==> config.mk <==
export PLATFORM = sky130hd
export DESIGN_NAME = fsm_walk_sequencer
export DESIGN_NICKNAME = d
export VERILOG_FILES = /design/src/rtl/fsm_walk_pkg.sv /design/src/rtl/fsm_walk_settle_timer.sv /design/src/rtl/fsm_walk_sequencer.sv
export SDC_FILE = /design/constraint.sdc
export NUM_CORES = 1
export LEC_CHECK = 0
export BUFFER_PORTS_ARGS = -buffer_cell sky130_fd_sc_hd__clkbuf_2
export CAP_MARGIN = 0
export CORE_MARGIN = 8
export CORE_UTILIZATION = 45
export DETAILED_ROUTE_END_ITERATION = 7
export GPL_TIMING_DRIVEN = 0
export PLACE_DENSITY_LB_ADDON = 0.05
export SYNTH_ARGS = -nofsm -noshare
export SYNTH_HDL_FRONTEND = slang
export SYNTH_HIERARCHICAL = 1
export SYNTH_SLANG_ARGS = --single-unit
==> constraint.sdc <==
create_clock -name i_clk -period 2.9 [get_ports i_clk]
set_clock_uncertainty 0.2 [all_clocks]
set_input_delay 0.435 -clock i_clk [delete_from_list [all_inputs] [get_ports i_clk]]
set_output_delay 0.435 -clock i_clk [all_outputs]
set_load 0.01 [all_outputs]
==> src/rtl/fsm_walk_pkg.sv <==
`default_nettype none
// +----------------------------------------------------------------------------+
// | Module   : fsm_walk_pkg                                                    |
// | Purpose  : Shared definitions for the FSM walk sequencer.                  |
// |            - State codes of the target x/y FSM (A..H = 0..7).              |
// |            - Sequencer state encoding.                                     |
// |            - drive_sel(): picks the x or y pulse that advances the FSM     |
// |              one hop toward the requested target.                          |
// | Revision : 1.0  initial release                                            |
// +----------------------------------------------------------------------------+
package fsm_walk_pkg;

  localparam logic [2:0] ST_A = 3'd0;
  localparam logic [2:0] ST_B = 3'd1;
  localparam logic [2:0] ST_C = 3'd2;
  localparam logic [2:0] ST_D = 3'd3;
  localparam logic [2:0] ST_E = 3'd4;
  localparam logic [2:0] ST_F = 3'd5;
  localparam logic [2:0] ST_G = 3'd6;
  localparam logic [2:0] ST_H = 3'd7;

  typedef enum logic [2:0] {
    SEQ_IDLE   = 3'd0,
    SEQ_CHECK  = 3'd1,
    SEQ_DRIVE  = 3'd2,
    SEQ_SETTLE = 3'd3,
    SEQ_DONE   = 3'd4,
    SEQ_ERR    = 3'd5
  } seq_state_e;

  // Returns {x, y}. Only A and C have a y edge worth taking; everywhere
  // else the x edge moves the FSM along its main loop toward the target.
  function automatic logic [1:0] drive_sel(input logic [2:0] sta,
                                           input logic [2:0] target);
    logic [1:0] sel;
    sel = 2'b10;
    case (sta)
      ST_A: if (target == ST_E || target == ST_F) sel = 2'b01;
      ST_C: if (target == ST_G || target == ST_H) sel = 2'b01;
      default: sel = 2'b10;
    endcase
    return sel;
  endfunction

endpackage
`default_nettype wire

==> src/rtl/fsm_walk_settle_timer.sv <==
`default_nettype none
// +----------------------------------------------------------------------------+
// | Module   : fsm_walk_settle_timer                                           |
// | Purpose  : Load / count-down / expire counter used to hold the sequencer   |
// |            in SETTLE for LOAD_VAL cycles after each drive pulse.           |
// | Ports    : i_clk    clock                                                  |
// |            i_rst    synchronous active-high reset                          |
// |            i_load   load counter with LOAD_VAL                             |
// |            i_dec    decrement counter by one                               |
// |            o_expire high when the current cycle is the last one to wait    |
// | Revision : 1.0  initial release                                            |
// +----------------------------------------------------------------------------+
module fsm_walk_settle_timer #(
  parameter int CNT_W    = 4,
  parameter int LOAD_VAL = 1
) (
  input  logic i_clk,
  input  logic i_rst,
  input  logic i_load,
  input  logic i_dec,
  output logic o_expire
);

  localparam logic [CNT_W-1:0] C_LOAD = CNT_W'(LOAD_VAL);

  logic [CNT_W-1:0] cnt_q;
  logic [CNT_W-1:0] cnt_d;

  always_comb begin
    cnt_d = cnt_q;
    if (i_load) begin
      cnt_d = C_LOAD;
    end else if (i_dec && cnt_q != '0) begin
      cnt_d = cnt_q - CNT_W'(1);
    end
  end

  always_ff @(posedge i_clk) begin
    if (i_rst) begin
      cnt_q <= '0;
    end else begin
      cnt_q <= cnt_d;
    end
  end

  // Loaded with N on entry, so N waiting cycles see N, N-1, ..., 1.
  assign o_expire = (cnt_q <= CNT_W'(1));

endmodule
`default_nettype wire

==> src/rtl/fsm_walk_sequencer.sv <==
`default_nettype none
// +----------------------------------------------------------------------------+
// | Module   : fsm_walk_sequencer                                              |
// | Purpose  : Walks the 8-state x/y FSM from its present state to a           |
// |            requested target, one x or y pulse at a time, then pulses       |
// |            o_done (arrived) or o_err (step limit / stall).                 |
// | Ports    : i_clk, i_rst         clock, synchronous active-high reset       |
// |            i_req_valid/_target  target request (valid/ready handshake)     |
// |            o_req_ready          high only while idle                       |
// |            i_sta                FSM present state                          |
// |            o_x, o_y             drive pulses into the FSM                  |
// |            o_busy               high while a request is in progress        |
// |            o_done, o_err        one-cycle completion pulses                |
// |            o_steps              pulses issued for last/current request     |
// | Options  : FSM_WALK_STALL_CHK_EN  abort when the FSM does not move after   |
// |                                   a pulse                                  |
// | Revision : 1.0  initial release                                            |
// +----------------------------------------------------------------------------+
module fsm_walk_sequencer
  import fsm_walk_pkg::*;
#(
  parameter int MAX_STEPS  = 8,
  parameter int STEP_W     = 4,
  parameter int SETTLE_CYC = 1
) (
  input  logic              i_clk,
  input  logic              i_rst,
  input  logic              i_req_valid,
  input  logic [2:0]        i_req_target,
  output logic              o_req_ready,
  input  logic [2:0]        i_sta,
  output logic              o_x,
  output logic              o_y,
  output logic              o_busy,
  output logic              o_done,
  output logic              o_err,
  output logic [STEP_W-1:0] o_steps
);

  localparam logic [STEP_W-1:0] C_MAX_STEPS = STEP_W'(MAX_STEPS);

  seq_state_e        state_q, state_d;
  logic [2:0]        target_q, target_d;
  logic [STEP_W-1:0] steps_q, steps_d;
  logic              x_q, x_d;
  logic              y_q, y_d;
  logic              done_q, done_d;
  logic              err_q, err_d;
  logic              busy_q, busy_d;
  logic              ready_q, ready_d;

  logic              timer_load;
  logic              timer_dec;
  logic              timer_expire;
  logic              stall;

  fsm_walk_settle_timer #(
    .CNT_W    (4),
    .LOAD_VAL (SETTLE_CYC)
  ) u_settle_timer (
    .i_clk    (i_clk),
    .i_rst    (i_rst),
    .i_load   (timer_load),
    .i_dec    (timer_dec),
    .o_expire (timer_expire)
  );

`ifdef FSM_WALK_STALL_CHK_EN
  // State seen while the last pulse was on the wire; if the FSM is still
  // there after settling, it ignored the pulse.
  logic [2:0] prev_sta_q;

  always_ff @(posedge i_clk) begin
    if (i_rst) begin
      prev_sta_q <= ST_A;
    end else if (state_q == SEQ_DRIVE) begin
      prev_sta_q <= i_sta;
    end
  end

  assign stall = (steps_q != '0) && (i_sta == prev_sta_q);
`else
  assign stall = 1'b0;
`endif

  always_comb begin
    state_d    = state_q;
    target_d   = target_q;
    steps_d    = steps_q;
    x_d        = 1'b0;
    y_d        = 1'b0;
    done_d     = 1'b0;
    err_d      = 1'b0;
    timer_load = 1'b0;
    timer_dec  = 1'b0;

    case (state_q)
      SEQ_IDLE: begin
        if (i_req_valid) begin
          target_d = i_req_target;
          steps_d  = '0;
          state_d  = SEQ_CHECK;
        end
      end
      SEQ_CHECK: begin
        if (i_sta == target_q) begin
          done_d  = 1'b1;
          state_d = SEQ_DONE;
        end else if (stall || steps_q == C_MAX_STEPS) begin
          err_d   = 1'b1;
          state_d = SEQ_ERR;
        end else begin
          // Registered so the pulse is high for exactly the DRIVE cycle.
          {x_d, y_d} = drive_sel(i_sta, target_q);
          state_d    = SEQ_DRIVE;
        end
      end
      SEQ_DRIVE: begin
        steps_d    = steps_q + STEP_W'(1);
        timer_load = 1'b1;
        state_d    = SEQ_SETTLE;
      end
      SEQ_SETTLE: begin
        if (timer_expire) begin
          state_d = SEQ_CHECK;
        end else begin
          timer_dec = 1'b1;
        end
      end
      SEQ_DONE: state_d = SEQ_IDLE;
      SEQ_ERR:  state_d = SEQ_IDLE;
      default:  state_d = SEQ_IDLE;
    endcase

    busy_d  = (state_d != SEQ_IDLE);
    ready_d = (state_d == SEQ_IDLE);
  end

  always_ff @(posedge i_clk) begin
    if (i_rst) begin
      state_q  <= SEQ_IDLE;
      target_q <= 3'd0;
      steps_q  <= '0;
      x_q      <= 1'b0;
      y_q      <= 1'b0;
      done_q   <= 1'b0;
      err_q    <= 1'b0;
      busy_q   <= 1'b0;
      ready_q  <= 1'b1;
    end else begin
      state_q  <= state_d;
      target_q <= target_d;
      steps_q  <= steps_d;
      x_q      <= x_d;
      y_q      <= y_d;
      done_q   <= done_d;
      err_q    <= err_d;
      busy_q   <= busy_d;
      ready_q  <= ready_d;
    end
  end

  assign o_req_ready = ready_q;
  assign o_x         = x_q;
  assign o_y         = y_q;
  assign o_busy      = busy_q;
  assign o_done      = done_q;
  assign o_err       = err_q;
  assign o_steps     = steps_q;

endmodule
`default_nettype wire

# Yosys cells after proc, flatten, opt, wreduce, memory -nomap -nowiden
# Cells that the tools add are included.
# classes
eq_ne	11
reduce_logical	16
n_bitwise	1
order_cmp	1
mux	17
n_addsub	2
# op_table
operator	count
$eq 3x3->1 const B	4
$mux 3	4
$pmux 3 s4	1
$eq 3x2->1 const B	3
$logic_not 3->1	3
$pmux 4 s2	1
$mux 1	7
$add 4x1->4 const B	1
$eq 4x4->1 const B	1
$le 4x1->1 const B	1
$mux 2	2
$mux 4	1
$pmux 2 s2	1
$reduce_and 2->1	2
$reduce_bool 2->1	2
$reduce_bool 4->1	1
$reduce_or 2->1	2
$reduce_or 4->1	1
$sub 4x1->4 const B	1
$eq 3x1->1 const B	1
$eq 3x3->1	1
$reduce_bool 3->1	1
$reduce_or 3->1	1
$logic_or 1x1->1	2
3 further kinds	3
# word_totals
output_inout_bits	10
register_bits	20
inputBits	9

# Logic depth before layout (Yosys ltp)
# depth
word_depth	6
depth_mapped	8
mapped_depth_nobuf	8

# Cells and area by module
# Netlist, hierarchy kept.
# by_module_without_submodules
mod	area_per_inst_um2	cells_per_inst	n_inst
fsm_walk_sequencer	673.1	70	1
fsm_walk_settle_timer	245.2	28	1

# Worst setup path before layout
# Ideal clock, no wire load.
# synth_path
kind	register to register
start	register u_settle_timer.cnt_q[0]
end	register u_settle_timer.cnt_q[3]
path_slack_ps	693
arrival_ps	1906
n_path_buf	0
path_stages_with_launch	9
setup_time_ps	101
cell_sequence	dfxtp_1 > inv_1 > ha_1 > nor2_1 > nor3_1 > nor4bb_1 > nor4b_1 > nand3_1 > o41ai_1
# synth_via
elab_chain_cells	4
# synth_rtl
element	line_no	text
start, declared	fsm_walk_settle_timer.sv:26	logic [CNT_W-1:0] cnt_q;
start signal, assigned	fsm_walk_settle_timer.sv:42	cnt_q <= cnt_d;
$le 4x1->1	fsm_walk_settle_timer.sv:47	assign o_expire = (cnt_q <= CNT_W'(1));
net timer_expire	fsm_walk_sequencer.sv:54	logic timer_expire;
$mux 1	fsm_walk_sequencer.sv:124	if (timer_expire) begin
$mux 1	fsm_walk_sequencer.sv:97	case (state_q)
net timer_dec	fsm_walk_sequencer.sv:53	logic timer_dec;
$logic_and 1x1->1	fsm_walk_settle_timer.sv:33	end else if (i_dec && cnt_q != '0) begin
# The timed path passes the listed nets, and every way through them passes these cells.
# A chain may end at the register's enable or synchronous reset.

# Worst setup path in the final report
# Same ends and word-level chain as after synthesis.

==> out/results.tsv <==
stage	metric	value	unit
status	status	complete, no violations	
synth	Syn Inst Count	98	
synth	FFs w/ async S/R, synth	0	
cells_and_area	Inserted Diodes	0	
clock_tree	Setup Buffers After CTS	0	
floorplanning	Die Area	0.00374	mm^2
critical_path	Worst Path Buf+Inv	1	
synth	Yosys top cell area share	0.436	
place	DP Worst Slack	0.333	ns
synth	Warnings, synthesis	6	
power_and_ir_drop	Peak VDD IR	0.000254	V
place	port bufs	18	
critical_path	Worst path slowest cell	nor4bb_1	
critical_path	crit start category	flop	
timing	post-layout min period	2.57	ns
clock_tree	hold_buf cts	0	
floorplanning	Initial Utilization	0.473	
power_and_ir_drop	Pwr Density	469	mW/mm^2
grt	initial antenna violation count	0	
grt	pin count of the biggest net entering global routing	11	
cells_and_area	P&R area growth vs syn	15.9	%
grt	total gr overflow	0	
critical_path	worst path required time	2.90	ns
synth	mapped cell area	918	um^2
clock_tree	CTS Buf Count	3	
critical_path	family with the most delay on the worst path	simple AND/OR/NAND/NOR gates	
floorplanning	io pins	19	
worst_hold_path	Hold Path Class	primary input to flop	
critical_path	cells along the critical path	inv_1, ha_1, nor2_1, nor3_1, nor4bb_1, nor4b_1, nand3_1, o41ai_1	
synth	cell accounting for the most synthesized area	dfxtp_1	
clock_tree	Max H-tree Level	1	
route	WL/cell	11.6	um
flow_run	max-capacitance violation count	0	
grt	vias in the first global route	634	
clock_tree	CTS resizes	0	
grt	GRT Overall Usage	0.0971	
floorplanning	core area	0.00194	mm^2
synth	Mapped Nets	112	
synth	top cells by area, synth	dfxtp_1 (44%), ha_1 (6.8%), nor3_1 (4.4%), mux2i_1 (3.3%), inv_1 (3.3%)	
route	Detailed Routing Iterations Pass 1	4	
route	drt drc	0	
route	Detail Route met2 WL	734	um
clock_tree	register clock-pin slew on the reported worst setup and hold paths	0.10	ns
power_and_ir_drop	Leak	0.439	nW
route	Routed Antenna Nets	0	
route	top sig layer	met4	
synth	number of enable flip-flop cells after synthesis	0	
grt	global-route wire length before repair	2720	um
clock_tree	worst-skew pair later-pin latency	0.29	ns
timing	Fmax achieved	389	MHz
critical_path	CP Class	flop to flop	
synth	Yosys cell types	30	
timing	Slew headroom	0.399	
critical_path	Setup crit end kind	flop	
timing	Slew @ Worst Pin	0.889	ns
timing	Hold Slack	0.155	ns
floorplanning	Site Rows	16	
timing	Fin. Hold Viols	0	
synth	most frequent cell after synthesis	dfxtp_1	
synth	#FFs+latches synth	20	
route	Detailed Route WL	1700	um
timing	RSZ-0062 raised after global routing	no	
synth	average size of a mapped cell	9.37	um^2
route	vias per cell	5.05	
place	final HPWL from detailed placement	1280	um
synth	sequential area share after synthesis	0.436	
critical_path	Max stage delay on crit path	0.77	ns
clock_tree	maximum clock path buffer count	2	
route	DR iter-0 viols	10	
synth	ys flop type	dfxtp_1	
cells_and_area	layout net count	135	
critical_path	Data arrival, critical path	2.57	ns
floorplanning	Die Y	61.2	um
cells_and_area	share of layout cells above drive strength 1	0.210	
place	GP Congestion	0.782	
timing	Setup Viol. Count Final	0	
route	DRT met1 WL	846	um
synth	commonest cells in the netlist	dfxtp_1 (20), inv_1 (8), nor3_1 (8)	
route	routed vias	738	
clock_tree	CTS root buffer	clkbuf_4	
timing	Fin Setup TNS	0	ns
timing	Final Worst Setup Slack	0.331	ns
critical_path	Max Fanout on Critical Path	7	
timing	period utilization	0.886	
clock_tree	CTS tree	done	
floorplanning	die span in x	61.2	um
clock_tree	clock tree sinks	20	
route	met3 routed WL	96	um
timing	Max Transition Viols Final	0	
==> placed cells by master (no fill, tap or decap), drive strengths merged, types with 3 or more instances in the layout <==
cell type and count:
a21oi 6, nand3 4, mux2i 3, nand3b 3, dfxtp 20, xor2 3
clkbuf 23, inv 8, nand2 4, nor2 6, ha 5, nor3 8
==> per-stage QoR <==
step	total power, mW	area, um^2	utilization	instances
after floorplan	0.354	918	-	98
after global placement	0.378	1040	0.537	143
after detailed placement	0.379	1040	0.537	143
after CTS	0.507	1060	0.548	146
after global routing	0.528	1060	0.548	146
final	0.499	1060	0.548	146
==> cells by family after synthesis <==
kind of cell             after synthesis  share of synthesized area
AND/OR/NAND/NOR                       42                      0.283
flip-flops                            20                      0.436
AO/OA/AOI/OAI                         14                      0.101
buffers and inverters                 10                     0.0409
adder cells (fa/ha/maj)                5                     0.0681
XOR/XNOR                               4                     0.0382
multiplexers                           3                     0.0327
==> cell type report <==
class,count,area (um^2)
plain buffers,2,7.51
clock buffers,3,22.5
fillers,189,877
inverters,8,30.0
multi-input cells,68,480
flip-flops and latches,20,400
well taps,27,33.8
repair buffers,18,90.1
==> metal layers <==
| layer | vias to the layer above | track usage |
|---|---|---|
| li1 | 399 | - |
| met3 | 2 | 0.0313 |
| met1 | 324 | 0.128 |
| met2 | 13 | 0.131 |
| met4 | 0 | 0.0598 |
| met5 | - | 0 |
==> state kept, by name, indices dropped and copies added (netlist names) <==
register and count:
o_steps 4, target_q 3, o_err 1, state_q 3
o_busy 1, u_settle_timer/cnt_q 4, o_x 1, o_req_ready 1
o_done 1, o_y 1
==> path summary, 6_finish.rpt <==
path,slack (ns),start,end,depth (start not counted)
max,0.33,u_settle_timer/cnt_q[0],u_settle_timer/cnt_q[3],8
min,0.15,i_req_valid,o_req_ready,2
max reg2reg,0.33,u_settle_timer/cnt_q[0],u_settle_timer/cnt_q[3],8
min reg2reg,0.29,target_q[2],o_y,2
==> power by group <==
group          switching (mW)  total [mW]  internal, mW
Clock                  0.0792       0.128        0.0483
Sequential             0.0128       0.300         0.288
Combinational          0.0390      0.0715        0.0325
==> worst reg2reg max path: cells and delay by family, from the launching register on <==
| family | cells | cell delay, ns |
|---|---|---|
| compound gates | 1 | 0.07 |
| fa+ha+maj | 1 | 0.22 |
| buf+inv | 1 | 0.09 |
| flops | 1 | 0.43 |
| simple gates | 5 | 1.48 |
Power figures use the tool's default switching activity.
